--- config.mk ---
export PLATFORM = sky130hd
export DESIGN_NAME = sfu_ctrl_flat
export DESIGN_NICKNAME = d
export VERILOG_FILES = /design/src/rtl/sfu_ctrl_if.sv /design/src/rtl/sfu_ctrl.sv /design/src/flat_wrapper.sv
export SDC_FILE = /design/constraint.sdc
export NUM_CORES = 1
export LEC_CHECK = 0
export BUFFER_PORTS_ARGS = -buffer_cell sky130_fd_sc_hd__buf_2
export CAP_MARGIN = 0
export CORE_MARGIN = 3
export CORE_UTILIZATION = 35
export DETAILED_ROUTE_END_ITERATION = 12
export SLEW_MARGIN = 20
export SYNTH_ARGS = -nofsm -noshare
export SYNTH_HDL_FRONTEND = slang
export SYNTH_SLANG_ARGS = --single-unit
--- constraint.sdc ---
create_clock -name clk -period 3.3 [get_ports clk]
set_input_delay 0.495 -clock clk [delete_from_list [all_inputs] [get_ports clk]]
set_output_delay 0.495 -clock clk [all_outputs]
set_load 0.05 [all_outputs]
--- src/rtl/sfu_ctrl_if.sv ---
// Handshake bundle between the SFU sequencing controller and its FIFO/psum-memory environment.
// The controller takes the master side; the surrounding datapath (or a bench) takes the slave side.
interface sfu_ctrl_if #(
   parameter int ADDR_BW = 11,
   parameter int CNT_BW  = 5
);
   logic               start;
   logic               mode;
   logic [ADDR_BW-1:0] base_addr;
   logic [CNT_BW-1:0]  ofifo_cnt;
   logic               ofifo_rd;
   logic               acc_o;
   logic               mem_wr;
   logic [ADDR_BW-1:0] mem_addr;
   logic               busy;
   logic               done;

   modport master (
      input  start, mode, base_addr, ofifo_cnt,
      output ofifo_rd, acc_o, mem_wr, mem_addr, busy, done
   );

   modport slave (
      output start, mode, base_addr, ofifo_cnt,
      input  ofifo_rd, acc_o, mem_wr, mem_addr, busy, done
   );
endinterface

--- src/rtl/sfu_ctrl.sv ---
// SFU job sequencer: either accumulates KIJ psum vectors per output before writing them (W.S),
// or passes each FIFO entry straight through ReLU to memory (O.S).
module sfu_ctrl #(
   parameter int KIJ     = 9,
   parameter int NUM_OUT = 16,
   parameter int ADDR_BW = 11,
   parameter int CNT_BW  = 5
) (
   input  logic       clk,
   input  logic       reset,
   sfu_ctrl_if.master bus
);
   localparam int OUT_BW = $clog2(NUM_OUT + 1);

   typedef enum logic [2:0] {
      S_IDLE,
      S_ACC,
      S_DRAIN,
      S_WRITE,
      S_PASS,
      S_DONE
   } state_t;

   state_t             state_q, state_d;
   logic [CNT_BW-1:0]  kij_cnt_q, kij_cnt_d;
   logic [OUT_BW-1:0]  out_cnt_q, out_cnt_d;
   logic               mode_q, mode_d;
   logic [ADDR_BW-1:0] base_q, base_d;

   logic               burst_go;
   logic               fifo_nonempty;
   logic               last_out;
   logic [ADDR_BW-1:0] wr_addr;

   logic               ofifo_rd_c;
   logic               acc_c;
   logic               mem_wr_c;
   logic [ADDR_BW-1:0] mem_addr_c;
   logic               busy_c;
   logic               done_c;

   // A burst may only open with a full KIJ window queued; once open it never stalls.
   assign burst_go      = (state_q == S_ACC) &&
                          ((kij_cnt_q != '0) || (bus.ofifo_cnt >= CNT_BW'(KIJ)));
   assign fifo_nonempty = (bus.ofifo_cnt != '0);
   assign last_out      = (out_cnt_q == OUT_BW'(NUM_OUT - 1));
   assign wr_addr       = base_q + ADDR_BW'(out_cnt_q);

   always_ff @(posedge clk or negedge reset) begin
      if (!reset) begin
         state_q   <= S_IDLE;
         kij_cnt_q <= '0;
         out_cnt_q <= '0;
         mode_q    <= 1'b0;
         base_q    <= '0;
      end else begin
         state_q   <= state_d;
         kij_cnt_q <= kij_cnt_d;
         out_cnt_q <= out_cnt_d;
         mode_q    <= mode_d;
         base_q    <= base_d;
      end
   end

   always_comb begin
      state_d   = state_q;
      kij_cnt_d = kij_cnt_q;
      out_cnt_d = out_cnt_q;
      mode_d    = mode_q;
      base_d    = base_q;
      case (state_q)
         S_IDLE: begin
            if (bus.start) begin
               mode_d    = bus.mode;
               base_d    = bus.base_addr;
               kij_cnt_d = '0;
               out_cnt_d = '0;
               state_d   = bus.mode ? S_ACC : S_PASS;
            end
         end
         S_ACC: begin
            if (burst_go) begin
               if (kij_cnt_q == CNT_BW'(KIJ - 1)) begin
                  kij_cnt_d = '0;
                  state_d   = S_DRAIN;
               end else begin
                  kij_cnt_d = kij_cnt_q + 1'b1;
               end
            end
         end
         S_DRAIN: state_d = S_WRITE;
         S_WRITE: begin
            out_cnt_d = out_cnt_q + 1'b1;
            state_d   = last_out ? S_DONE : (mode_q ? S_ACC : S_PASS);
         end
         S_PASS: begin
            if (fifo_nonempty) begin
               out_cnt_d = out_cnt_q + 1'b1;
               if (last_out) state_d = S_DONE;
            end
         end
         S_DONE:  state_d = S_IDLE;
         default: state_d = S_IDLE;
      endcase
   end

   always_comb begin
      ofifo_rd_c = 1'b0;
      acc_c      = 1'b0;
      mem_wr_c   = 1'b0;
      busy_c     = (state_q != S_IDLE);
      done_c     = (state_q == S_DONE);
      case (state_q)
         S_ACC: begin
            acc_c      = burst_go;
            ofifo_rd_c = burst_go;
         end
         S_WRITE: mem_wr_c = 1'b1;
         S_PASS: begin
            ofifo_rd_c = fifo_nonempty;
            mem_wr_c   = fifo_nonempty;
         end
         default: ;
      endcase
      // Address is held at zero outside write cycles so reset leaves the bus quiet.
      mem_addr_c = mem_wr_c ? wr_addr : '0;
   end

   assign bus.ofifo_rd = ofifo_rd_c;
   assign bus.acc_o    = acc_c;
   assign bus.mem_wr   = mem_wr_c;
   assign bus.mem_addr = mem_addr_c;
   assign bus.busy     = busy_c;
   assign bus.done     = done_c;
endmodule

--- src/flat_wrapper.sv ---
// flat-port wrapper written by rule: the top's interface ports become plain ports
module sfu_ctrl_flat 
#(
   parameter int KIJ     = 9,
   parameter int NUM_OUT = 16,
   parameter int ADDR_BW = 11,
   parameter int CNT_BW  = 5
)
  (clk, reset, bus_start, bus_mode, bus_base_addr, bus_ofifo_cnt, bus_ofifo_rd, bus_acc_o, bus_mem_wr, bus_mem_addr, bus_busy, bus_done);
  sfu_ctrl_if #(.ADDR_BW(ADDR_BW), .CNT_BW(CNT_BW)) bus_i ();
  input  logic clk;
  input  logic reset;
  input wire logic [$bits(bus_i.start)-1:0] bus_start;
  input wire logic [$bits(bus_i.mode)-1:0] bus_mode;
  input wire logic [$bits(bus_i.base_addr)-1:0] bus_base_addr;
  input wire logic [$bits(bus_i.ofifo_cnt)-1:0] bus_ofifo_cnt;
  output wire logic [$bits(bus_i.ofifo_rd)-1:0] bus_ofifo_rd;
  output wire logic [$bits(bus_i.acc_o)-1:0] bus_acc_o;
  output wire logic [$bits(bus_i.mem_wr)-1:0] bus_mem_wr;
  output wire logic [$bits(bus_i.mem_addr)-1:0] bus_mem_addr;
  output wire logic [$bits(bus_i.busy)-1:0] bus_busy;
  output wire logic [$bits(bus_i.done)-1:0] bus_done;
  assign bus_i.start = bus_start;
  assign bus_i.mode = bus_mode;
  assign bus_i.base_addr = bus_base_addr;
  assign bus_i.ofifo_cnt = bus_ofifo_cnt;
  assign bus_ofifo_rd = bus_i.ofifo_rd;
  assign bus_acc_o = bus_i.acc_o;
  assign bus_mem_wr = bus_i.mem_wr;
  assign bus_mem_addr = bus_i.mem_addr;
  assign bus_busy = bus_i.busy;
  assign bus_done = bus_i.done;
  sfu_ctrl #(.KIJ(KIJ), .NUM_OUT(NUM_OUT), .ADDR_BW(ADDR_BW), .CNT_BW(CNT_BW)) u_core (.clk(clk), .reset(reset), .bus(bus_i));
endmodule
# Yosys cells after proc, flatten, opt, wreduce, memory -nomap -nowiden
# Index checks and enable logic that the tools add are counted.
# op_classes
n_addsub,3
order_cmp,1
n_eq_ne,12
n_mux,19
reduce_logical,12
# ops
operator,count
two-way mux 3 bit,8
two-way mux 5 bit,4
case mux 3 bit (5 select lines),1
case mux 5 bit (3 select lines),1
adder 11 x 5 -> 11 bit,1
two-way mux 11 bit,1
"adder 5 x 1 -> 5 bit, second input constant",2
"== test 5 x 4 -> 1 bit, second input constant",2
case mux 5 bit (2 select lines),1
nonzero test 5 bit,2
"== test 3 x 2 -> 1 bit, second input constant",2
"== test 3 bit, second input constant",2
"inequality test 2 x 1 -> 1 bit, second input constant",3
AND reduction 3 bit,2
nonzero test 3 bit,2
">= comparator 5 x 4 -> 1 bit, second input constant",1
AND reduction 5 bit,1
"inequality test 2 bit, second input constant",2
case mux 1 bit (2 select lines),2
"== test 3 x 1 -> 1 bit, second input constant",1
logical NOT 3 bit,1
AND reduction 2 bit,1
nonzero test 2 bit,1
logical AND 1 bit,1
2 further kinds,2
# word_totals
reg_bits,25
input_bits,20
out_inout_bits,16
elab_cells,52

# Depth between registers and ports, before layout
# logic_depth
word_depth,5
ltp_mapped,7
mapped_depth_nobuf,7

# Worst setup path after synthesis
# Ideal clock, no wire load.
# synth_timing
path_kind,register -> output
startpoint,register u_core.out_cnt_q[0]
endpoint,output port bus_mem_addr[4]
t_arrival_ns,2.493
t_required_ns,2.805
setup_slack_ns,0.312
path_stages_with_launch,6
path_buffers,0
path_cell_list,dfrtp_1 ha_1 fa_1 a211oi_1 nor2_1 nor3_1
# synth_between
elab_chain_len,2
# synth_lines
item,line,source
from (decl),sfu_ctrl.sv:26,"logic [OUT_BW-1:0] out_cnt_q, out_cnt_d;"
from (signal assigned),sfu_ctrl.sv:59,out_cnt_q <= out_cnt_d;
adder 11 x 5 -> 11 bit,sfu_ctrl.sv:47,assign wr_addr = base_q + ADDR_BW'(out_cnt_q);
two-way mux 11 bit,sfu_ctrl.sv:126,mem_addr_c = mem_wr_c ? wr_addr : '0;
to (decl),flat_wrapper.sv:20,output wire logic [$bits(bus_i.mem_addr)-1:0] bus_mem_addr;
# No other way between the ends.

# Worst setup path in the final report
# layout_timing
startpoint,register u_core.out_cnt_q[0]
endpoint,output port bus_mem_addr[10]
# The elaborated chain is that of the path after synthesis.

==> metrics.txt <==
Post-Syn Area=1702 um2; floorplan die width=75.73 um; dominant register cell in the synthesized netlist=sky130_fd_sc_hd__dfrtp_1; cell area after placement=1918 um2; CTS tree=built; final count of hold timing violations=0; sequential cell area fraction in the yosys report=36.76%; via count normalized by instance count=4.906; fmax=0.3325 GHz; clock skew=0.009150 ns; PostCTS Resize Cnt=0; total nets after synthesis=231; Final TNS setup=0 ns; number of synthesis warnings=0; number of nets with antenna violations after detailed routing=0; number of synthesized flops with an enable pin=0; maximum fanout along the worst path=6; # placed instances=293; TritonCTS Buffers=3; top-count cell post-synth=sky130_fd_sc_hd__nand2_1; I/O Buffers=35; Post-CTS Hold Buffers=0; CTS clk-pin slew, worst paths=0.10 ns; placer's final routability congestion estimate=0.8039; layout cells sized above 1=22.41%; final core utilization=43.38%; GRT Residual Overflow=0; final std cell area, no fill=1967 um2; maximum number of pins on one net before global-route repair=26; combined global-route utilization of all metal layers=13.33%; insertion delay of the later-clocked pin in the worst-skew pair=0.27 ns; RSZ-0062 raised after global routing=false; minimum setup slack in the final design=0.2923 ns; endpoint class of the critical path=primary output; post-synthesis sequential element count=25; Post-CTS Setup Bufs=0; Non-Filler Instances=297; final critical-path share of the clock period=91.14%; CP delay by family, top=compound AO/OA/AOI/OAI gates; final antenna diode count=0; vias=1457; number of antenna violations at the first check in global routing=0; Critical Path Max Stage Delay=0.47 ns; vertical die dimension=75.73 um; CTS Root Cell=sky130_fd_sc_hd__clkbuf_8; wire length of the first global-routing pass=5954 um; Detailed Routing Iterations Pass 1=4; Post-Place Setup Slack=0.6032 ns; total die area=5734 um2; fraction of post-synthesis cell area in the top cell type by area=36.76%; type of the most critical hold path=in2async; status=complete, no violations; mean routed wirelength per cell=11.84 um; total detailed-routing wirelength=3517 um; via count of the first global-routing pass=1292; Critical Path AT=2.51 ns; Slew Viols, Final=0; I/O pin total=36; kind of start point of the critical path=register; data required time of the critical path=2.80 ns; proportion of register bits with asynchronous set or reset after synthesis=100.0%; detailed-placement wirelength estimate=2685 um; maximum clock insertion buffer count=2; power density normalized to cell area=937.2 nW/um2; clock period minus worst slack=3.008 ns; slew at the pin with the worst max-slew slack=0.5798 ns; library cell with the largest summed area after synthesis=sky130_fd_sc_hd__dfrtp_1; area of the core=4534 um2; level count of the clock H-tree=1; startpoint-to-endpoint class of the critical path=reg2out; cell count after synthesis=201; Finish-stage setup viols=0; Critical Path, Cell by Cell=ha_1 -> fa_1 -> a211oi_1 -> nor2_1 -> o21ai_1 -> o21ai_0 -> a21oi_1 -> buf_2; area grow syn2layout=15.59%; Num Clock Sinks=25; mean instance size in the synthesized netlist=8.466 um2; leakage power of the design=0.0009617 uW; DR DRC count=0; largest cells by area after synthesis=sky130_fd_sc_hd__dfrtp_1 37%, sky130_fd_sc_hd__nand2_1 11%, sky130_fd_sc_hd__ha_1 6.6%; slowest CP cell=sky130_fd_sc_hd__dfrtp_1; most common library cells after synthesis=49 x sky130_fd_sc_hd__nand2_1, 25 x sky130_fd_sc_hd__dfrtp_1, 15 x sky130_fd_sc_hd__nor2_1; placement row count=24; number of distinct library cells after synthesis=45; reported max-cap violation count=0; maximum ir drop on the vdd rail=473.0 uV; Initial Utilization=37.53%; count of filler cells inserted in the layout=462; CP bufs+invs=1; relative slew slack=61.34%; violation count after the first detailed-routing iteration=71; count of nets after finishing=263
## layer usage
layer | track usage (%) | routed length (um)
met1 | 18.47 | 1719
met2 | 21.67 | 1603
met3 | 2.902 | 172
met4 | 2.330 | 22
met5 | 0 | 0
## through the flow
stage	total power [uW]	hold slack (ns)
2_1_floorplan	1455	0.1994
3_3_place_gp	1670	0.4680
3_5_place_dp	1675	0.4738
4_1_cts	1870	0.2256
5_1_grt	2017	0.2403
6_report	1843	0.2032
## layout by cell type (no fill, tap or decap), drive strengths merged
| cell type | instances |
|---|---|
| mux2i | 3 |
| o21bai | 1 |
| buf | 36 |
| a31oi | 2 |
| or3 | 5 |
| xor2 | 5 |
| or3b | 1 |
| nand2 | 49 |
| o21ai | 16 |
| clkinvlp | 1 |
| nor2 | 17 |
| nor3 | 4 |
| xnor2 | 2 |
| a21oi | 8 |
| clkbuf | 3 |
| nand2b | 4 |
| dfrtp | 25 |
| a221o | 1 |
| nand3 | 6 |
| o31ai | 5 |
| ha | 9 |
| o311ai | 2 |
| nor3b | 1 |
| and3 | 1 |
| nand3b | 1 |
| a41oi | 1 |
| and2 | 5 |
| o2111ai | 1 |
| a21o | 3 |
| nor2b | 2 |
| a211oi | 4 |
| inv | 5 |
| nand4 | 2 |
| fa | 1 |
## sequential cells by signal, summed over array words and instances, names as in the netlist
register          flops
u_core.kij_cnt_q      5
u_core.base_q        11
u_core.mode_q         1
u_core.state_q        3
u_core.out_cnt_q      5
## path summary, 6_finish.rpt
path | cells after the start | from | slack (ns) | endpoint
min in group clk | 3 | bus_base_addr[10] | 0.40 | u_core.base_q[10]
hold reg to reg | 2 | u_core.base_q[4] | 0.49 | u_core.base_q[4]
hold / removal | 1 | reset | 0.20 | u_core.base_q[9]
setup / recovery | 8 | u_core.out_cnt_q[0] | 0.29 | bus_mem_addr[10]
max in group asynchronous | 1 | reset | 2.72 | u_core.state_q[1]
setup reg to reg | 6 | u_core.out_cnt_q[0] | 1.50 | u_core.state_q[0]
## area by class of cell
| type | count | area [um2] | share of cell area [%] |
|---|---|---|---|
| Clock inverter | 1 | 7.507 | 0.3817 |
| Inverter | 5 | 21.27 | 1.081 |
| Sequential cell | 25 | 625.6 | 31.81 |
| Multi-Input combinational cell | 162 | 1007 | 51.21 |
| Tap cell | 65 | 81.33 | 4.135 |
| Clock buffer | 3 | 41.29 | 2.099 |
| Timing Repair Buffer | 36 | 182.7 | 9.288 |
## logic make-up after synthesis
kind of cell	synth area share, %
AOI/OAI and AO/OA	18.31
muxes	1.765
buffers and inverters	4.044
and+or+nand+nor	27.72
adders and majority gates	7.794
xor gates and xnor gates	3.603
DFF	36.76
## report_power, final
part,internal (uW),switching (uW)
Sequential,421,171
Clock,85.6,102
Combinational,366,698
Total,872,971
No activity file was read; power rests on OpenSTA's default activity.
